## config.mk

```make
export PLATFORM = sky130hd
export DESIGN_NAME = quad_corr_peak_finder
export DESIGN_NICKNAME = d
export VERILOG_FILES = /design/src/rtl/glitc_corr_pkg.sv /design/src/rtl/corr_max4.sv /design/src/rtl/quad_corr_peak_finder.sv
export SDC_FILE = /design/constraint.sdc
export NUM_CORES = 1
export LEC_CHECK = 0
export CORE_UTILIZATION = 40
export CTS_CLUSTER_DIAMETER = 150
export DETAILED_ROUTE_END_ITERATION = 12
export HOLD_SLACK_MARGIN = 0.03
export SLEW_MARGIN = 10
export SYNTH_ARGS = -nofsm -noshare
export SYNTH_HDL_FRONTEND = slang
export SYNTH_SLANG_ARGS = --single-unit
```

## constraint.sdc

```tcl
create_clock -name clk -period 5.09 [get_ports clk]
set_clock_uncertainty 0.2 [all_clocks]
set_input_delay 1.2725 -clock clk [delete_from_list [all_inputs] [get_ports clk]]
set_output_delay 1.2725 -clock clk [all_outputs]
set_load 0.05 [all_outputs]
```

## src/rtl/glitc_corr_pkg.sv

```systemverilog
// rtl/glitc_corr_pkg.sv - shared correlator types, widths and peak-finder FSM states
package glitc_corr_pkg;

    localparam int CORR_BITS = 11;
    localparam int NCORRS    = 4;

    typedef logic [CORR_BITS-1:0] corr_t;
    typedef logic [1:0]           corr_idx_t;

    typedef enum logic [1:0] {
        IDLE,
        SEARCH,
        HOLD
    } state_t;

endpackage

```

## src/rtl/corr_max4.sv

```systemverilog
// rtl/corr_max4.sv - registered unsigned max of four correlations, lowest index wins ties
module corr_max4
    import glitc_corr_pkg::*;
(
    input  logic      clk,
    input  logic      rst_n,
    input  logic      in_valid,
    input  corr_t     corr0,
    input  corr_t     corr1,
    input  corr_t     corr2,
    input  corr_t     corr3,
    output logic      out_valid,
    output corr_t     out_value,
    output corr_idx_t out_index
);

    corr_t     best_value;
    corr_idx_t best_index;

    // Strict compares in ascending index order keep the lowest index on ties.
    always_comb begin
        best_value = corr0;
        best_index = 2'd0;
        if (corr1 > best_value) begin
            best_value = corr1;
            best_index = 2'd1;
        end
        if (corr2 > best_value) begin
            best_value = corr2;
            best_index = 2'd2;
        end
        if (corr3 > best_value) begin
            best_value = corr3;
            best_index = 2'd3;
        end
    end

    always_ff @(posedge clk or negedge rst_n) begin
        if (!rst_n) begin
            out_valid <= 1'b0;
            out_value <= '0;
            out_index <= '0;
        end else begin
            out_valid <= in_valid;
            if (in_valid) begin
                out_value <= best_value;
                out_index <= best_index;
            end
        end
    end

endmodule

```

## src/rtl/quad_corr_peak_finder.sv

```systemverilog
// rtl/quad_corr_peak_finder.sv - windowed peak search over 4 correlations; QUAD_CORR_PEAK_THRESH_EN adds above-threshold count
module quad_corr_peak_finder #(
    parameter int NCORRS   = 4,
    parameter int CORRBITS = 11,
    parameter int WINDOW   = 64,
    parameter int CNTBITS  = 8
) (
    input  logic                      clk,
    input  logic                      rst_n,
    input  logic                      start,
    input  logic                      corr_valid,
    input  glitc_corr_pkg::corr_t     CORR0,
    input  glitc_corr_pkg::corr_t     CORR1,
    input  glitc_corr_pkg::corr_t     CORR2,
    input  glitc_corr_pkg::corr_t     CORR3,
`ifdef QUAD_CORR_PEAK_THRESH_EN
    input  glitc_corr_pkg::corr_t     threshold,
    output logic [CNTBITS:0]          above_count,
`endif
    output logic                      busy,
    output logic                      peak_valid,
    input  logic                      peak_ready,
    output glitc_corr_pkg::corr_t     peak_value,
    output glitc_corr_pkg::corr_idx_t peak_index,
    output logic [CNTBITS-1:0]        peak_offset
);

    import glitc_corr_pkg::*;

    if (NCORRS != glitc_corr_pkg::NCORRS || CORRBITS != CORR_BITS) begin : g_bad_corr_shape
        $error("quad_corr_peak_finder supports only 4 correlations of 11 bits");
    end
    if (WINDOW < 2 || WINDOW > (1 << CNTBITS)) begin : g_bad_window
        $error("quad_corr_peak_finder WINDOW must be in 2..2**CNTBITS");
    end

    localparam logic [CNTBITS-1:0] LAST_OFFSET = CNTBITS'(WINDOW - 1);

    state_t             state;
    state_t             state_next;
    logic [CNTBITS-1:0] cnt;
    logic               got_all;
    logic               take;
    logic               window_start;

    logic               s1_valid;
    corr_t              s1_value;
    corr_idx_t          s1_index;
    logic [CNTBITS-1:0] s1_offset;
    logic               s1_last;

    corr_t              run_value;
    corr_idx_t          run_index;
    logic [CNTBITS-1:0] run_offset;
    logic               s2_last;

    assign window_start = (state == IDLE) && start;
    assign take         = (state == SEARCH) && corr_valid && !got_all;
    assign busy         = (state == SEARCH);
    assign peak_valid   = (state == HOLD);

    always_ff @(posedge clk or negedge rst_n) begin
        if (!rst_n) begin
            state <= IDLE;
        end else begin
            state <= state_next;
        end
    end

    always_comb begin
        state_next = state;
        case (state)
            IDLE:    if (start)      state_next = SEARCH;
            SEARCH:  if (s2_last)    state_next = HOLD;
            HOLD:    if (peak_ready) state_next = IDLE;
            default:                 state_next = IDLE;
        endcase
    end

    corr_max4 u_corr_max4 (
        .clk       (clk),
        .rst_n     (rst_n),
        .in_valid  (take),
        .corr0     (CORR0),
        .corr1     (CORR1),
        .corr2     (CORR2),
        .corr3     (CORR3),
        .out_valid (s1_valid),
        .out_value (s1_value),
        .out_index (s1_index)
    );

    // s1_last/s2_last track the final sample through the two pipeline stages;
    // the result register loads one edge after the final merge.
    always_ff @(posedge clk or negedge rst_n) begin
        if (!rst_n) begin
            cnt         <= '0;
            got_all     <= 1'b0;
            s1_offset   <= '0;
            s1_last     <= 1'b0;
            s2_last     <= 1'b0;
            run_value   <= '0;
            run_index   <= '0;
            run_offset  <= '0;
            peak_value  <= '0;
            peak_index  <= '0;
            peak_offset <= '0;
        end else begin
            s1_last <= take && (cnt == LAST_OFFSET);
            s2_last <= s1_valid && s1_last;
            if (take) begin
                s1_offset <= cnt;
            end
            if (window_start) begin
                cnt        <= '0;
                got_all    <= 1'b0;
                run_value  <= '0;
                run_index  <= '0;
                run_offset <= '0;
            end else begin
                if (take) begin
                    got_all <= (cnt == LAST_OFFSET);
                    if (cnt != LAST_OFFSET) begin
                        cnt <= cnt + 1'b1;
                    end
                end
                if (s1_valid && (s1_value > run_value)) begin
                    run_value  <= s1_value;
                    run_index  <= s1_index;
                    run_offset <= s1_offset;
                end
            end
            if ((state == SEARCH) && s2_last) begin
                peak_value  <= run_value;
                peak_index  <= run_index;
                peak_offset <= run_offset;
            end
        end
    end

`ifdef QUAD_CORR_PEAK_THRESH_EN
    logic s1_above;

    always_ff @(posedge clk or negedge rst_n) begin
        if (!rst_n) begin
            s1_above    <= 1'b0;
            above_count <= '0;
        end else begin
            s1_above <= take && ((CORR0 > threshold) || (CORR1 > threshold) ||
                                 (CORR2 > threshold) || (CORR3 > threshold));
            if (window_start) begin
                above_count <= '0;
            end else if (s1_above) begin
                above_count <= above_count + 1'b1;
            end
        end
    end
`endif

endmodule

```

==> summary.txt <==
Outcome
  • Status: complete, but fails checks
  • Failing checks: setup timing

Drt
  • Routed Antenna Nets: 0
  • Vias/cell: 5.20
  • WL final: around 13 mm
  • DR vias: 4443
  • DRT Pass-1 Iters: 4
  • DRC: 0
  • Iter 0 DRT Violations: 188
  • WL per Instance: 15.6 µm

STA
  • F_max: 185 MHz
  • Final Hold Violating Endpoints: 0
  • Setup ws final: -0.307 ns
  • RSZ-0062 raised after global routing: yes
  • Max Slew Vio Count: 0
  • Min Tclk post-route: 5.40 ns
  • Max-slew headroom: 0.311
  • Worst-margin pin slew: 1.03 ns
  • Tcrit/Tclk final: 1.06
  • Final setup viols: 13

Placement
  • Placed cell count: 794
  • Number of port buffers: just over 70
  • HPWL after DPL: between 9 and 10 mm
  • Gpl congestion: 0.845

Global routing
  • First-pass GRT wire length: 22.2 mm
  • Antenna violations before repair: 0
  • Largest net degree at the start of global routing: 78
  • Tot GR Track Use: 0.220
  • Vias in the first global route: between 4000 and 5000
  • Grt ovf: 0

Final layout
  • Syn-to-layout area delta: 55.8%
  • Finished Core Util: 0.637
  • Most frequent cells in the layout: 111 x buf_4, 88 x nand2_1, 77 x dfrtp_1
  • Layout cells sized above 1: 0.414
  • Number of diodes: 0
  • Final cell count without fillers: 854
  • Most common cell after layout, fill and taps aside: buf_4
  • Final #Nets: 796

Setup path
  • Crit Path Class: input pin to flip-flop
  • Crit-path max FO: 7
  • Critical Path RT: slightly above 5 ns
  • Critical path capture point type: flip-flop
  • Worst path arrival time: 5.44 ns
  • Setup crit start kind: input pin

Floorplanning
  • Core area: 0.0120 mm²
  • Die W: 113 µm
  • DIE AREA: roughly 0.013 mm²
  • Row count: 40
  • IO Pins: 72
  • Die Y: 113 µm
  • Starting Density: 0.409

CTS
  • Hold-fix buffers, CTS: 0
  • Root Buffer: clkbuf_16
  • Clock Latency Late Sink: around 0.34 ns
  • Total CTS buffers: 9
  • Reg clk slew, reported paths: ~0.060 ns
  • Clock sinks: 77
  • H-Tree Depth: 3
  • Maximum clock path buffer count: 2
  • CTS tree: done

Yosys
  • Xor/xnor share of the synthesized area: 0.0107
  • Yosys warns: 0
  • Syn Nets: 615
  • Mapped Cells: 521
  • Register area share after synthesis: 0.394
  • Post-synthesis cell type count: 50
  • Async set-reset flop share out of synthesis: 1.00
  • Simple-gate portion of the synthesized area: 0.148
  • Synth Area in Compound Gates: 0.201
  • Seq cells post-synth: slightly below 80
  • Post-synth EDFFs: 0
  • Most used DFF post-synth: dfrtp_1
  • Syn Area/Cell: 9.39 µm²
  • Post-Synth Adder-Cell Area: 0.115
  • Largest family of logic cells by synthesized area: compound AO/OA/AOI/OAI gates
  • Post-synthesis mux area share: 0.0747
  • Post-Syn Area: between 0.004 and 0.005 mm²

Min path
  • Hold Path Class: flip-flop to flip-flop

Run
  • Max Cap Viol: 0

Pwr
  • Power Density: 357 mW/mm²
  • Pleak: 3.49 nW
  • Maximum VDD drop: 0.221 mV
## worst paths after layout
kind / slack, ns / cells past startpoint / from / endpoint
hold reg to reg: 0.26 / 1 / s2_last$_DFF_PN0_ / state[0]$_DFFE_PN0P_
max in group asynchronous: 3.20 / 1 / rst_n / cnt[0]$_DFFE_PN0P_
setup / recovery: -0.31 / 24 / CORR1[6] / u_corr_max4.out_value[2]$_DFFE_PN0P_
setup reg to reg: 2.70 / 7 / u_corr_max4.out_value[6]$_DFFE_PN0P_ / run_offset[5]$_DFFE_PN0P_
min in group asynchronous: 0.88 / 1 / rst_n / peak_value[5]$_DFFE_PN0P_
hold / removal: 0.26 / 1 / s2_last$_DFF_PN0_ / state[0]$_DFFE_PN0P_
## kinds of logic (layout without fill, tap and decap cells)
kind of cell               Yosys count  in the layout
muxes                               35             35
adders and majority gates           45             45
xor gates and xnor gates             6              6
AOI/OAI and AO/OA                  133            133
buffers and inverters               65            249
and+or+nand+nor                    160            162
DFF                                 77             77
## registers in the layout, summed over array words and instances, names as in the netlist
signal                 flops
peak_value                11
run_value                 11
u_corr_max4.out_value     11
cnt                        8
peak_offset                8
run_offset                 8
s1_offset                  8
peak_index                 2
run_index                  2
state                      2
u_corr_max4.out_index      2
got_all                    1
s1_last                    1
s2_last                    1
u_corr_max4.out_valid      1
## repair_timing
| item | in CTS | in global routing |
|---|---|---|
| gates resized for setup | 165 | 40 |
| gates cloned | 7 | 0 |
| buffers inserted | 26 | 11 |
| pin swaps | 50 | 45 |
| endpoints found under the setup margin | 13 | 13 |
## cells in the mapped netlist (4+ instances only)
library cell,instances,area (µm²)
nand2_1,95,357
nand4_1,7,43.8
a211o_1,10,87.6
nor2b_1,4,25.0
clkbuf_1,11,41.3
a21oi_1,34,170
a211oi_1,14,105
mux2i_1,23,230
o21a_1,4,30.0
dfrtp_1,77,1930
ha_1,45,563
inv_1,37,139
nor2_1,30,113
a221oi_2,8,120
o21ai_1,9,45.0
buf_2,11,55.1
mux2_2,12,135
a31oi_2,8,100
o21ai_0,27,135
nand3_1,5,25.0
and2_1,4,25.0
xor2_1,5,43.8
## stage by stage
step / setup WS (ns) / hold WS, ns / area (µm²) / setup TNS (ns) / power [W]
detailed placement: -1.28 / 0.252 / 6520 / -16.04 / 0.00191
CTS: -0.212 / 0.264 / 7380 / -2.54 / 0.00267
finish: -0.307 / 0.256 / 7620 / -3.46 / 0.00272
global route: -0.479 / 0.272 / 7620 / -5.61 / 0.00292
floorplan: -0.317 / 0.228 / 5160 / -3.68 / 0.00157
global placement: -1.14 / 0.243 / 6520 / -14.62 / 0.00186
## where the power goes
part	switching, W	internal (W)
Combinational	0.000597	0.000599
Sequential	0.000113	0.000768
Clock	0.000252	0.000392
## cell type report
type / instances / area, µm²
timing repair buffer: 196 / 1700
sequential: 77 / 1930
inverter: 37 / 156
clock buffer: 10 / 239
tap: 147 / 184
fill: 966 / 4340
multi-input combinational: 381 / 3360
clock inverter: 6 / 61.3
## routing by layer
layer | GRT usage | up-vias | routed length [µm]
met5 | 0 | - | 0
met4 | 0.0791 | 0 | 279
met3 | 0.0356 | 22 | 475
met2 | 0.392 | 98 | 6830
met1 | 0.267 | 2118 | 5780
li1 | - | 2205 | -
## critical path, cell delays in order
cell	delay (ns)
buf_8	0.10
ha_4	0.29
nand4_4	0.11
buf_4	0.15
or3_4	0.44
a21oi_2	0.17
o21ai_2	0.08
nand2_2	0.09
ha_4	0.20
and4_1	0.17
and3_4	0.16
a221oi_4	0.32
buf_6	0.19
buf_12	0.12
a211oi_4	0.06
a31oi_4	0.19
ha_4	0.24
a21oi_1	0.17
o21ai_0	0.10
buf_4	0.16
o21ai_4	0.18
buf_6	0.18
a21oi_4	0.06
a221oi_2	0.23
Power figures use the tool's default switching activity.
